==> src/rtl/scheduler_mem_issuer.sv <==
// Memory issuer for the scheduler request buffer head.
// Single outstanding req/gnt/rvalid transaction with a watchdog and sticky errors.
module scheduler_mem_issuer #(
    parameter int WORD_W  = 32,
    parameter int TIMEOUT = 255,
    parameter int TO_W    = 8
) (
    input  logic              CLK,
    input  logic              RST,
    input  logic [WORD_W-1:0] req_addr,
    input  logic [WORD_W-1:0] req_wdata,
    input  logic              req_ren,
    input  logic              req_wen,
    output logic              request_done,
    output logic [WORD_W-1:0] memaddr_callback,
    output logic [WORD_W-1:0] load_data,
    output logic              load_valid,
    output logic              mem_req,
    output logic              mem_we,
    output logic [WORD_W-1:0] mem_addr,
    output logic [WORD_W-1:0] mem_wdata,
    input  logic              mem_gnt,
    input  logic              mem_rvalid,
    input  logic [WORD_W-1:0] mem_rdata,
    input  logic              err_clr,
    output logic              timeout_err,
    output logic              illegal_err,
    output logic              busy
);

    typedef enum logic [1:0] {IDLE, ISSUE, WAIT, DONE} state_t;

    state_t            state;
    state_t            state_n;
    logic [WORD_W-1:0] addr_q;
    logic [WORD_W-1:0] wdata_q;
    logic [WORD_W-1:0] rdata_q;
    logic              we_q;
    logic              ok_q;
    logic [TO_W-1:0]   wd_q;
    logic              latch;
    logic              il_set;
    logic              to_set;
    logic              cap;
    logic              expired;

    // Next-state decode; grant/rvalid take priority over watchdog expiry
    always_comb begin
        state_n = state;
        latch   = 1'b0;
        il_set  = 1'b0;
        to_set  = 1'b0;
        cap     = 1'b0;
        expired = (wd_q >= TO_W'(TIMEOUT));
        unique case (state)
            IDLE: begin
                if (req_ren ^ req_wen) begin
                    latch   = 1'b1;
                    state_n = ISSUE;
                end else if (req_ren & req_wen) begin
                    il_set  = 1'b1;
                    state_n = DONE;
                end
            end
            ISSUE: begin
                if (mem_gnt) begin
                    if (we_q) begin
                        state_n = DONE;
                    end else if (mem_rvalid) begin
                        cap     = 1'b1;
                        state_n = DONE;
                    end else begin
                        state_n = WAIT;
                    end
                end else if (expired) begin
                    to_set  = 1'b1;
                    state_n = DONE;
                end
            end
            WAIT: begin
                if (mem_rvalid) begin
                    cap     = 1'b1;
                    state_n = DONE;
                end else if (expired) begin
                    to_set  = 1'b1;
                    state_n = DONE;
                end
            end
            DONE: state_n = IDLE;
            default: state_n = IDLE;
        endcase
    end

    // State register
    always_ff @(posedge CLK) begin
        if (RST) state <= IDLE;
        else     state <= state_n;
    end

    // Latched request, load capture, saturating watchdog and sticky errors
    always_ff @(posedge CLK) begin
        if (RST) begin
            addr_q      <= '0;
            wdata_q     <= '0;
            rdata_q     <= '0;
            we_q        <= 1'b0;
            ok_q        <= 1'b0;
            wd_q        <= '0;
            timeout_err <= 1'b0;
            illegal_err <= 1'b0;
        end else begin
            if (latch || il_set) addr_q <= req_addr;
            if (latch) begin
                wdata_q <= req_wdata;
                we_q    <= req_wen;
                wd_q    <= '0;
            end else if ((state == ISSUE || state == WAIT) && wd_q != '1) begin
                wd_q <= wd_q + 1'b1;
            end
            if (state_n == DONE) ok_q <= cap;
            if (cap) rdata_q <= mem_rdata;
            timeout_err <= to_set | (timeout_err & ~err_clr);
            illegal_err <= il_set | (illegal_err & ~err_clr);
        end
    end

    assign mem_req          = (state == ISSUE);
    assign mem_we           = mem_req & we_q;
    assign mem_addr         = mem_req ? addr_q : '0;
    assign mem_wdata        = mem_req ? wdata_q : '0;
    assign request_done     = (state == DONE);
    assign memaddr_callback = request_done ? addr_q : '0;
    assign load_valid       = request_done & ok_q;
    assign load_data        = load_valid ? rdata_q : '0;
    assign busy             = (state != IDLE);

endmodule

==> config.mk <==
export PLATFORM = sky130hd
export DESIGN_NAME = scheduler_mem_issuer
export DESIGN_NICKNAME = d
export VERILOG_FILES = /design/src/rtl/scheduler_mem_issuer.sv
export SDC_FILE = /design/constraint.sdc
export NUM_CORES = 1
export LEC_CHECK = 0
export BUFFER_PORTS_ARGS = -buffer_cell sky130_fd_sc_hd__buf_2
export CORE_MARGIN = 2
export CORE_UTILIZATION = 46
export DETAILED_ROUTE_END_ITERATION = 6
export PLACE_DENSITY = 0.77
export REMOVE_ABC_BUFFERS = 1
export SYNTH_ARGS = -nofsm -noshare
export SYNTH_HDL_FRONTEND = slang
export SYNTH_SLANG_ARGS = --single-unit
==> constraint.sdc <==
create_clock -name CLK -period 1.9 [get_ports CLK]
set_input_delay 0.285 -clock CLK [delete_from_list [all_inputs] [get_ports CLK]]
set_output_delay 0.285 -clock CLK [all_outputs]
set_load 0.05 [all_outputs]
==> reports/summary.txt <==
Hold_buf cts -> 0
Reg-to-reg endpoint -> ok_q$_SDFFE_PP0N_
EDFF count, synth -> 0
Tot GR Track Use -> 0.225
Mapped cell area -> 0.00493 mm^2
CTS tree -> yes
Finish-stage setup viols -> 0
Compound-gate portion of the synthesized area -> 0.124
Root Driver -> clkbuf_8
Final slew viol count -> 0
Synthesized instance count -> 661
DR top layer -> met4
Count of cell types in the netlist -> 33
Clk_skew -> 0.0134 ns
Layout overhead on the synthesized area -> 44.4%
FFs w/ async S/R, synth -> 0
Routed length on met2 -> 6910 um
Combinational cell fraction of total power -> 0.388
Pwr per Cell Area -> 975 mW/mm^2
Die area -> 0.0116 mm^2
Design area -> 0.00712 mm^2
Arrival time at the worst endpoint -> 1.56 ns
Hold Crit Class -> input port to flip-flop
Vias in the first global route -> 4593
Slew HR -> 0.688
Final period util -> 0.971
Initial core utilization -> 0.476
Routed wl met3 -> 1190 um
Psw -> 2.73 mW
First-pass GRT wire length -> 21100 um
Die width -> 108 um
Total CTS buffers -> 9
Antenna-violating nets left -> 0
Via count -> 5059
DRC -> 0
Max cap viols -> 0
Placed Area -> 0.00634 mm^2
IO Count -> 238
Status -> finished clean
Internal power -> 4.20 mW
ANT cells -> 0
Final Hold Viols -> 0
Clk slew on worst S/H paths -> 0.11 ns
Area share of fa/ha/maj cells after synthesis -> 0.0203
Worst R2R Start -> state[0]$_SDFF_PP0_
Clock share of power -> 0.189
Skew-Pair Late Insertion Delay -> 0.36 ns
Flop2flop setup slack -> 0.10 ns
Setup Buffers After CTS -> 0
RSZ-0062 raised after global routing -> true
VDD IR-drop max -> 747 uV
Clock Tree Buf Depth -> 2
Critical path required time -> 1.62 ns
Core box area -> 0.0104 mm^2
Seq pwr share -> 0.423
Worst setup path endpoint -> load_data[27]
Post-synthesis sequential area ratio -> 0.447
Synth area leader -> dfxtp_1
Initial drt markers -> 239
Tmin final -> 1.85 ns
Deepest level of the CTS H-tree -> 3
Main synth FF type -> dfxtp_1
# port buffers -> 237
Register bit count reported by yosys -> 110
Max FO, Critical Path -> 33
Share of the synthesized area in the top cell type -> 0.447
Critical path startpoint -> state[1]$_SDFF_PP0_
GPL Wtd Cong -> 0.841
Startpoint types -> flip-flop
Die height -> 108 um
HPWL reported at the end of detailed placement -> 9150 um
Antenna violations before repair -> 0
CTS Sinks -> 110
Top post-synthesis cells by area -> dfxtp_1 45%, nand2_1 15%, and2_1 13%, a21oi_1 10%, and3_1 4.1%
Crit path kind -> flip-flop to primary output
Syn avg cell area -> 7.46 um^2
Sw frac -> 0.394
Xor/xnor share of the synthesized area -> 0.00888
Worst-margin pin slew -> 0.469 ns
Achievable Freq -> 542 MHz
WL per Instance -> 13.5 um
Largest family of logic cells by synthesized area -> simple AND/OR/NAND/NOR gates
Simple-gate share of the synthesized area -> 0.353
Top cells by count, synth -> 201 x nand2_1, 110 x dfxtp_1, 99 x a21oi_1, 99 x and2_1, 42 x clkbuf_1
Crit path capture type -> primary output
Via density per instance -> 4.96
Mux contribution to synthesized area -> 0.00507
Static Leakage -> 3.28 nW
Grt total ovfl -> 0
Metal-1 WL -> 5470 um
DR pass1 iterations -> 4
Total power draw -> 6.94 mW
Routed WL -> 13800 um
Most common cell in the netlist -> nand2_1
Cells on worst reg2reg path -> 7
Row Count -> 37
Share of cells above drive strength 1 -> 0.321
Fin nets -> 991
Yosys warnings -> 0
Pin count of the biggest net entering global routing -> 44
==> sequential cells by signal (all words and copies together) (netlist names) <==
register,count
state,2
ok_q,1
we_q,1
rdata_q,32
wdata_q,32
timeout_err,1
addr_q,32
illegal_err,1
wd_q,8
==> placed cells by master, fill, tap and decap left out, drive strengths merged, types with 2 or more instances in the layout <==
cell type / instances
buf: 247
nand2: 201
dfxtp: 110
and2: 99
a21oi: 99
and3: 32
clkbuf: 19
nor2: 15
inv: 9
ha: 8
o21ai: 7
xnor2: 4
nand4: 3
nor3: 3
nor2b: 3
nand3: 3
nor3b: 2
o211a: 2
o211ai: 2
o22ai: 2
a32oi: 2
clkinvlp: 2
==> how the worst min path moves through the flow <==
stage | start | to | cells past startpoint
2_1_floorplan | RST | addr_q[0]$_SDFFE_PP0P_ | 1
3_3_place_gp | rdata_q[16]$_SDFFE_PP0P_ | rdata_q[16]$_SDFFE_PP0P_ | 2
3_5_place_dp | wdata_q[6]$_SDFFE_PP0P_ | wdata_q[6]$_SDFFE_PP0P_ | 2
4_1_cts | req_addr[7] | addr_q[7]$_SDFFE_PP0P_ | 3
5_1_grt | req_wdata[5] | wdata_q[5]$_SDFFE_PP0P_ | 3
6_report | req_wdata[25] | wdata_q[25]$_SDFFE_PP0P_ | 3
==> power by group through the flow <==
stage	clock network [mW]	registers, mW	logic, mW
after floorplan	0	2.92	1.63
after global placement	0	2.95	2.48
after detailed placement	0	2.98	2.50
after CTS	1.37	2.93	2.64
after global routing	1.44	2.99	2.93
final	1.31	2.94	2.69
==> worst max-delay path, cell delays in order, from the launching register on <==
cell	delay (ns)
dfxtp_2	0.34
buf_6	0.12
ha_4	0.18
buf_16	0.19
and3_1	0.21
buf_6	0.17
==> timing repair <==
action / 4_1_cts / 5_1_grt
cloned: 1 / 0
resized for setup: 136 / 61
endpoints found under the setup margin: 132 / 98
==> metrics by stage <==
stage | hold WS [ns] | setup TNS [ns] | setup slack, ns | std cells | util
floorplan | 0.354 | -116.39 | -1.27 | 613 | -
global placement | 0.438 | 0 | 0.0176 | 1004 | 0.611
detailed placement | 0.442 | -0.000354 | -0.000354 | 1004 | 0.611
CTS | 0.123 | 0 | 0.000467 | 1020 | 0.667
global route | 0.120 | -0.0596 | -0.0121 | 1020 | 0.686
finish | 0.141 | 0 | 0.0544 | 1020 | 0.686
==> per-layer routing <==
layer / up-vias / track usage
li1: 2564 / -
met1: 2285 / 0.256
met2: 188 / 0.400
met3: 22 / 0.0751
met4: 0 / 0.0641
met5: - / 0
==> kinds of logic (layout without fill, tap and decap cells) <==
family,count (synthesis),after routing
xor+xnor,5,5
buf+inv,55,278
compound gates,116,116
flops,110,110
simple gates,365,365
mux,2,2
fa+ha+maj,8,8
==> layout make-up <==
| class | count | area [um^2] |
|---|---|---|
| Fill cell | 871 | 3250 |
| Tap cell | 136 | 170 |
| Clock buffer | 10 | 138 |
| Multi-Input combinational cell | 496 | 2560 |
| Sequential cell | 110 | 2210 |
| Timing Repair Buffer | 256 | 1970 |
| Clock inverter | 5 | 43.8 |
| Inverter | 7 | 26.3 |
Power figures use the tool's default switching activity.
